$ cat config.mk
export PLATFORM = sky130hd
export DESIGN_NAME = mem_port_arbiter
export DESIGN_NICKNAME = d
export VERILOG_FILES = /design/src/rtl/mem_port_arbiter.sv
export SDC_FILE = /design/constraint.sdc
export NUM_CORES = 1
export LEC_CHECK = 0
export CORE_MARGIN = 1.5
export CORE_UTILIZATION = 45
export CTS_BUF_LIST = sky130_fd_sc_hd__clkbuf_4
export CTS_CLUSTER_SIZE = 28
export DETAILED_ROUTE_END_ITERATION = 16
export GPL_TIMING_DRIVEN = 0
export PLACE_DENSITY = 0.87
export SLEW_MARGIN = 40
export SYNTH_ARGS = -nofsm -noshare
export SYNTH_HDL_FRONTEND = slang
export SYNTH_SLANG_ARGS = --single-unit
$ cat constraint.sdc
create_clock -name clk -period 3.9 [get_ports clk]
set_input_delay 0.39 -clock clk [delete_from_list [all_inputs] [get_ports clk]]
set_output_delay 0.39 -clock clk [all_outputs]
set_load 0.05 [all_outputs]
$ cat src/rtl/mem_port_arbiter.sv
// mem_port_arbiter: shares one synchronous RAM port between the CPU control
// sequencer and the IO/loader engine. Round-robin arbitration, a CPU lock that
// holds the IO requester off the RAM, and four-phase req/ack on both sides.
// MEM_LAT is the RAM read latency and must lie in 1..4.
module mem_port_arbiter #(
  parameter int ADDR_W  = 8,
  parameter int DATA_W  = 8,
  parameter int MEM_LAT = 1
) (
  input  logic              clk,
  input  logic              reset,
  input  logic              cpu_req,
  input  logic              cpu_we,
  input  logic [ADDR_W-1:0] cpu_addr,
  input  logic [DATA_W-1:0] cpu_wdata,
  input  logic              cpu_lock,
  output logic              cpu_ack,
  output logic [DATA_W-1:0] cpu_rdata,
  input  logic              io_req,
  input  logic              io_we,
  input  logic [ADDR_W-1:0] io_addr,
  input  logic [DATA_W-1:0] io_wdata,
  output logic              io_ack,
  output logic [DATA_W-1:0] io_rdata,
  output logic              mem_en,
  output logic              mem_we,
  output logic [ADDR_W-1:0] mem_addr,
  output logic [DATA_W-1:0] mem_wdata,
  input  logic [DATA_W-1:0] mem_rdata,
  output logic              owner,
  output logic              busy
);

  typedef enum logic [1:0] {
    S_IDLE   = 2'd0,
    S_ACCESS = 2'd1,
    S_WAIT   = 2'd2,
    S_ACK    = 2'd3
  } state_t;

  // Requester encoding shared by owner and last_grant.
  localparam logic GRANT_CPU = 1'b0;
  localparam logic GRANT_IO  = 1'b1;

  // WAIT counter start value: the edge leaving WAIT is MEM_LAT edges after
  // the edge that sampled mem_en, which is when mem_rdata is valid.
  localparam logic [1:0] WAIT_INIT = 2'(MEM_LAT - 1);

  state_t            state_q, state_d;
  logic [1:0]        cnt_q, cnt_d;
  logic              last_grant_q, last_grant_d;
  logic              we_q, we_d;
  logic              owner_q, owner_d;
  logic              busy_q, busy_d;
  logic              mem_en_q, mem_en_d;
  logic              mem_we_q, mem_we_d;
  logic [ADDR_W-1:0] mem_addr_q, mem_addr_d;
  logic [DATA_W-1:0] mem_wdata_q, mem_wdata_d;
  logic              cpu_ack_q, cpu_ack_d;
  logic              io_ack_q, io_ack_d;
  logic [DATA_W-1:0] cpu_rdata_q, cpu_rdata_d;
  logic [DATA_W-1:0] io_rdata_q, io_rdata_d;

  // Next-state and registered-output logic for the arbitration FSM.
  always_comb begin
    logic cpu_elig;
    logic io_elig;
    logic grant_io;

    state_d      = state_q;
    cnt_d        = cnt_q;
    last_grant_d = last_grant_q;
    we_d         = we_q;
    owner_d      = owner_q;
    mem_en_d     = 1'b0;
    mem_we_d     = 1'b0;
    mem_addr_d   = mem_addr_q;
    mem_wdata_d  = mem_wdata_q;
    cpu_ack_d    = 1'b0;
    io_ack_d     = 1'b0;
    cpu_rdata_d  = cpu_rdata_q;
    io_rdata_d   = io_rdata_q;

    // The lock only gates new IO grants; it never touches a running access.
    cpu_elig = cpu_req;
    io_elig  = io_req & ~cpu_lock;
    // On a tie the requester that did not win last time gets the port.
    grant_io = io_elig & (~cpu_elig | (last_grant_q == GRANT_CPU));

    unique case (state_q)
      S_IDLE: begin
        if (cpu_elig || io_elig) begin
          // Request fields are captured here; later changes are ignored.
          owner_d      = grant_io;
          last_grant_d = grant_io;
          we_d         = grant_io ? io_we    : cpu_we;
          mem_addr_d   = grant_io ? io_addr  : cpu_addr;
          mem_wdata_d  = grant_io ? io_wdata : cpu_wdata;
          mem_en_d     = 1'b1;
          mem_we_d     = grant_io ? io_we    : cpu_we;
          state_d      = S_ACCESS;
        end
      end
      S_ACCESS: begin
        cnt_d   = WAIT_INIT;
        state_d = S_WAIT;
      end
      S_WAIT: begin
        if (cnt_q != 2'd0) begin
          cnt_d = cnt_q - 2'd1;
        end else begin
          // Writes leave the owner's read-data register untouched.
          if (!we_q) begin
            if (owner_q == GRANT_IO) io_rdata_d  = mem_rdata;
            else                     cpu_rdata_d = mem_rdata;
          end
          cpu_ack_d = (owner_q == GRANT_CPU);
          io_ack_d  = (owner_q == GRANT_IO);
          state_d   = S_ACK;
        end
      end
      S_ACK: begin
        state_d = S_IDLE;
      end
      default: begin
        state_d = S_IDLE;
      end
    endcase

    busy_d = (state_d != S_IDLE);
  end

  // State and output registers; reset aborts any transaction without an ack.
  always_ff @(posedge clk) begin
    if (reset) begin
      state_q      <= S_IDLE;
      cnt_q        <= 2'd0;
      last_grant_q <= GRANT_IO;
      we_q         <= 1'b0;
      owner_q      <= GRANT_CPU;
      busy_q       <= 1'b0;
      mem_en_q     <= 1'b0;
      mem_we_q     <= 1'b0;
      mem_addr_q   <= '0;
      mem_wdata_q  <= '0;
      cpu_ack_q    <= 1'b0;
      io_ack_q     <= 1'b0;
      cpu_rdata_q  <= '0;
      io_rdata_q   <= '0;
    end else begin
      state_q      <= state_d;
      cnt_q        <= cnt_d;
      last_grant_q <= last_grant_d;
      we_q         <= we_d;
      owner_q      <= owner_d;
      busy_q       <= busy_d;
      mem_en_q     <= mem_en_d;
      mem_we_q     <= mem_we_d;
      mem_addr_q   <= mem_addr_d;
      mem_wdata_q  <= mem_wdata_d;
      cpu_ack_q    <= cpu_ack_d;
      io_ack_q     <= io_ack_d;
      cpu_rdata_q  <= cpu_rdata_d;
      io_rdata_q   <= io_rdata_d;
    end
  end

  assign cpu_ack   = cpu_ack_q;
  assign io_ack    = io_ack_q;
  assign cpu_rdata = cpu_rdata_q;
  assign io_rdata  = io_rdata_q;
  assign mem_en    = mem_en_q;
  assign mem_we    = mem_we_q;
  assign mem_addr  = mem_addr_q;
  assign mem_wdata = mem_wdata_q;
  assign owner     = owner_q;
  assign busy      = busy_q;

  // Port invariants: writes only with the strobe, one ack at a time, and the
  // strobe only ever seen in the single ACCESS cycle of a transaction.
  a_we_needs_en : assert property (@(posedge clk) disable iff (reset) mem_we_q |-> mem_en_q);
  a_one_ack     : assert property (@(posedge clk) disable iff (reset) !(cpu_ack_q && io_ack_q));
  a_en_access   : assert property (@(posedge clk) disable iff (reset) mem_en_q |-> (state_q == S_ACCESS));

endmodule

==> results.ini <==
[detailed_routing]
wl_um = 4670
ant_nets = 0
avgViaCountPerCell = 5.14
wire_per_inst_um = 13.3
drtPass1Iterations = 4
vias = 1808
drt_iter0_markers = 131
drcViolationCount = 0

[yosys]
synth-edff-count = 0
synth_top_cell_by_area = dfxtp_1
ys_warn_count = 0
yosysUniqueCellTypes = 29
ys_async_sr_fraction_pct = 0
ys.flop_type = dfxtp_1
synth-seq-cells = 44
syn_area_per_cell_um2 = 8.46
netlist_area_mm2 = 0.00180
yosysSeqAreaShare_pct = 48.9
syn_nets = 265
synth_top_area_share_pct = 48.9
syn_inst = 213
yosys-top-cells-area = dfxtp_1 (49%), nand2_1 (14%), a311oi_1 (7.8%), a21oi_1 (5.3%), nor2_1 (4.6%)

[job]
cap_violations = 0

[timing]
timing.fmax_mhz = 485
slew_viol_final = 0
hold_viol = 0
clock-skew-final_ns = 0.0114
max_slew_margin_pct = 62.6
period_share_pct = 52.8
setup_viol = 0
grt_setup_unrepaired = no
min_period_ns = 2.06
finalSetupTns_ns = 0
whs_ns = 0.404
tightest_slew_ns = 0.559

[setup_path]
crit_path_top_delay_cell = clkdlybuf4s50_1
worstPathCellList = clkdlybuf4s50_1
cp_max_fo = 8
critPathCaptureType = primary output
startpoint_type = flip-flop
worstSetupPathType = reg2out
crit_buf_inv = 1
crit_required_ns = 3.51
reg2reg_slack_ns = 2.17
critPathLaunch = owner
ff2ff_path_depth = 6
worstPathArrival_ns = 1.67
critical_path.top_delay_family = buffers and inverters
r2r_start = state_q[0]
critPathMaxStageDelay_ns = 0.85
path_depth = 1
r2r_end = io_rdata[6]
endpoint = owner

[clock_tree]
htreeDepth = 2
cts_root_buf = clkbuf_4
cts-hold-fix-buffers = 0
clockBufferDepth = 2
clk_latency_ns = 0.36
cts_resized = 0
cts_made_buffers = 5
clk_pin_slew_ns = 0.12
cts_num_sinks = 44
cts_tree = done
cts_setup_buffers = 0

[place]
place_congestion = 0.809
port_buffers = 83
dp_hpwl_um = 3520

[pwr]
internal_power_mw = 0.911
peakVddDrop_mv = 0.365
swShare_pct = 39.6
p_leak_nw = 1.02
pwr-share-seq_pct = 37.5
power_density_mw_per_mm2 = 544
p_clk_share_pct = 19.0
power_frac_comb_pct = 43.5
switching_power_mw = 0.596

[floorplan]
start_util_pct = 48.1
pin_count = 85
die-width_um = 66.3
die-area_mm2 = 0.00439
rows = 22
fp.dieH_um = 66.3
core-area_mm2 = 0.00374

[layout]
area_growth_pct = 53.9
diodes = 0
layout-drive-gt1-share_pct = 6.58
nets = 355

[status]
status = finished, final reports clean

[grt]
grt_pass1_vias = 1626
overflow = 0
gr-usage-all-layers_pct = 21.5
antenna_found_initial = 0
grt_max_degree = 14
grt_pass1_wl_um = 7310

[hold_path]
hold_class = in2reg
hp-start = reset

-- how the worst min path moves through the flow --
stage | end | slack (ns) | depth (start not counted)
after CTS | mem_wdata[0] | 0.40 | 2
final | mem_wdata[0] | 0.40 | 2
after detailed placement | cpu_rdata[1] | 0.45 | 2
after global routing | mem_wdata[1] | 0.43 | 2
after floorplan | last_grant_q | 0.46 | 1
after global placement | io_rdata[5] | 0.44 | 2
-- synth_stat cells, drive strengths merged, types with 2 or more instances --
cell type,n
nand2,67
dfxtp,44
nor2,22
a21oi,19
a311oi,16
buf,8
clkbuf,5
ha,5
inv,5
nor3b,4
nor3,3
o21ai,3
nor2b,2
-- kinds of logic after synthesis --
group           count (synthesis)  synth area share, %
compound gates                 44                 16.5
fa+ha+maj                       5                 3.47
buf+inv                        18                 6.60
flops                          44                 48.9
mux                             1                0.556
simple gates                  101                 24.0
-- sequential cells by signal, summed over array words and instances, names as in the netlist --
signal,cells
last_grant_q,1
cpu_rdata,8
cnt_q,2
io_rdata,8
io_ack,1
mem_wdata,8
we_q,1
mem_en,1
owner,1
state_q,2
mem_addr,8
busy,1
cpu_ack,1
mem_we,1
-- final cells by class --
type | instances | area [um^2]
multi-input combinational | 151 | 802
clock buffer | 6 | 45.0
buffer | 13 | 100
tap | 48 | 60.1
fill | 321 | 971
inverter | 5 | 18.8
sequential | 44 | 881
clock inverter | 2 | 35.0
timing repair buffer | 83 | 831
-- metal layers --
metal / wire length, um / track usage [%] / share of wire [%]
met2: 2460 / 39.5 / 53
met1: 1930 / 24.9 / 41
met3: 195 / 3.75 / 4.2
met5: 0 / 0 / 0
met4: 86 / 7.14 / 1.8
-- power groups by stage --
stage               combinational, mW  sequential (mW)  clock [mW]
CTS                             0.659            0.565       0.291
floorplan                       0.214            0.790           0
global placement                0.646            0.572           0
detailed placement              0.657            0.575           0
global route                    0.696            0.573       0.313
finish                          0.656            0.564       0.287
-- placed cells by master, fill, tap and decap left out, types with 5 or more instances in the layout --
cell | synthesis | final
clkbuf_1 | 5 | 5
clkbuf_4 | 0 | 6
dfxtp_1 | 44 | 44
a21oi_1 | 19 | 19
clkdlybuf4s50_1 | 0 | 83
inv_1 | 5 | 5
a311oi_1 | 16 | 16
nand2_1 | 67 | 67
ha_1 | 5 | 5
nor2_1 | 22 | 22
-- through the flow --
step                area [um^2]  total power, mW  cells  utilization (%)  worst slack, ns
floorplan                  1800             1.00    213                -             2.44
global placement           2690             1.22    344             71.9             2.03
detailed placement         2690             1.23    344             71.9             1.96
CTS                        2770             1.51    352             74.1             1.83
global route               2770             1.58    352             74.1             1.79
finish                     2770             1.51    352             74.1             1.84
No activity file was read; power rests on OpenSTA's default activity.
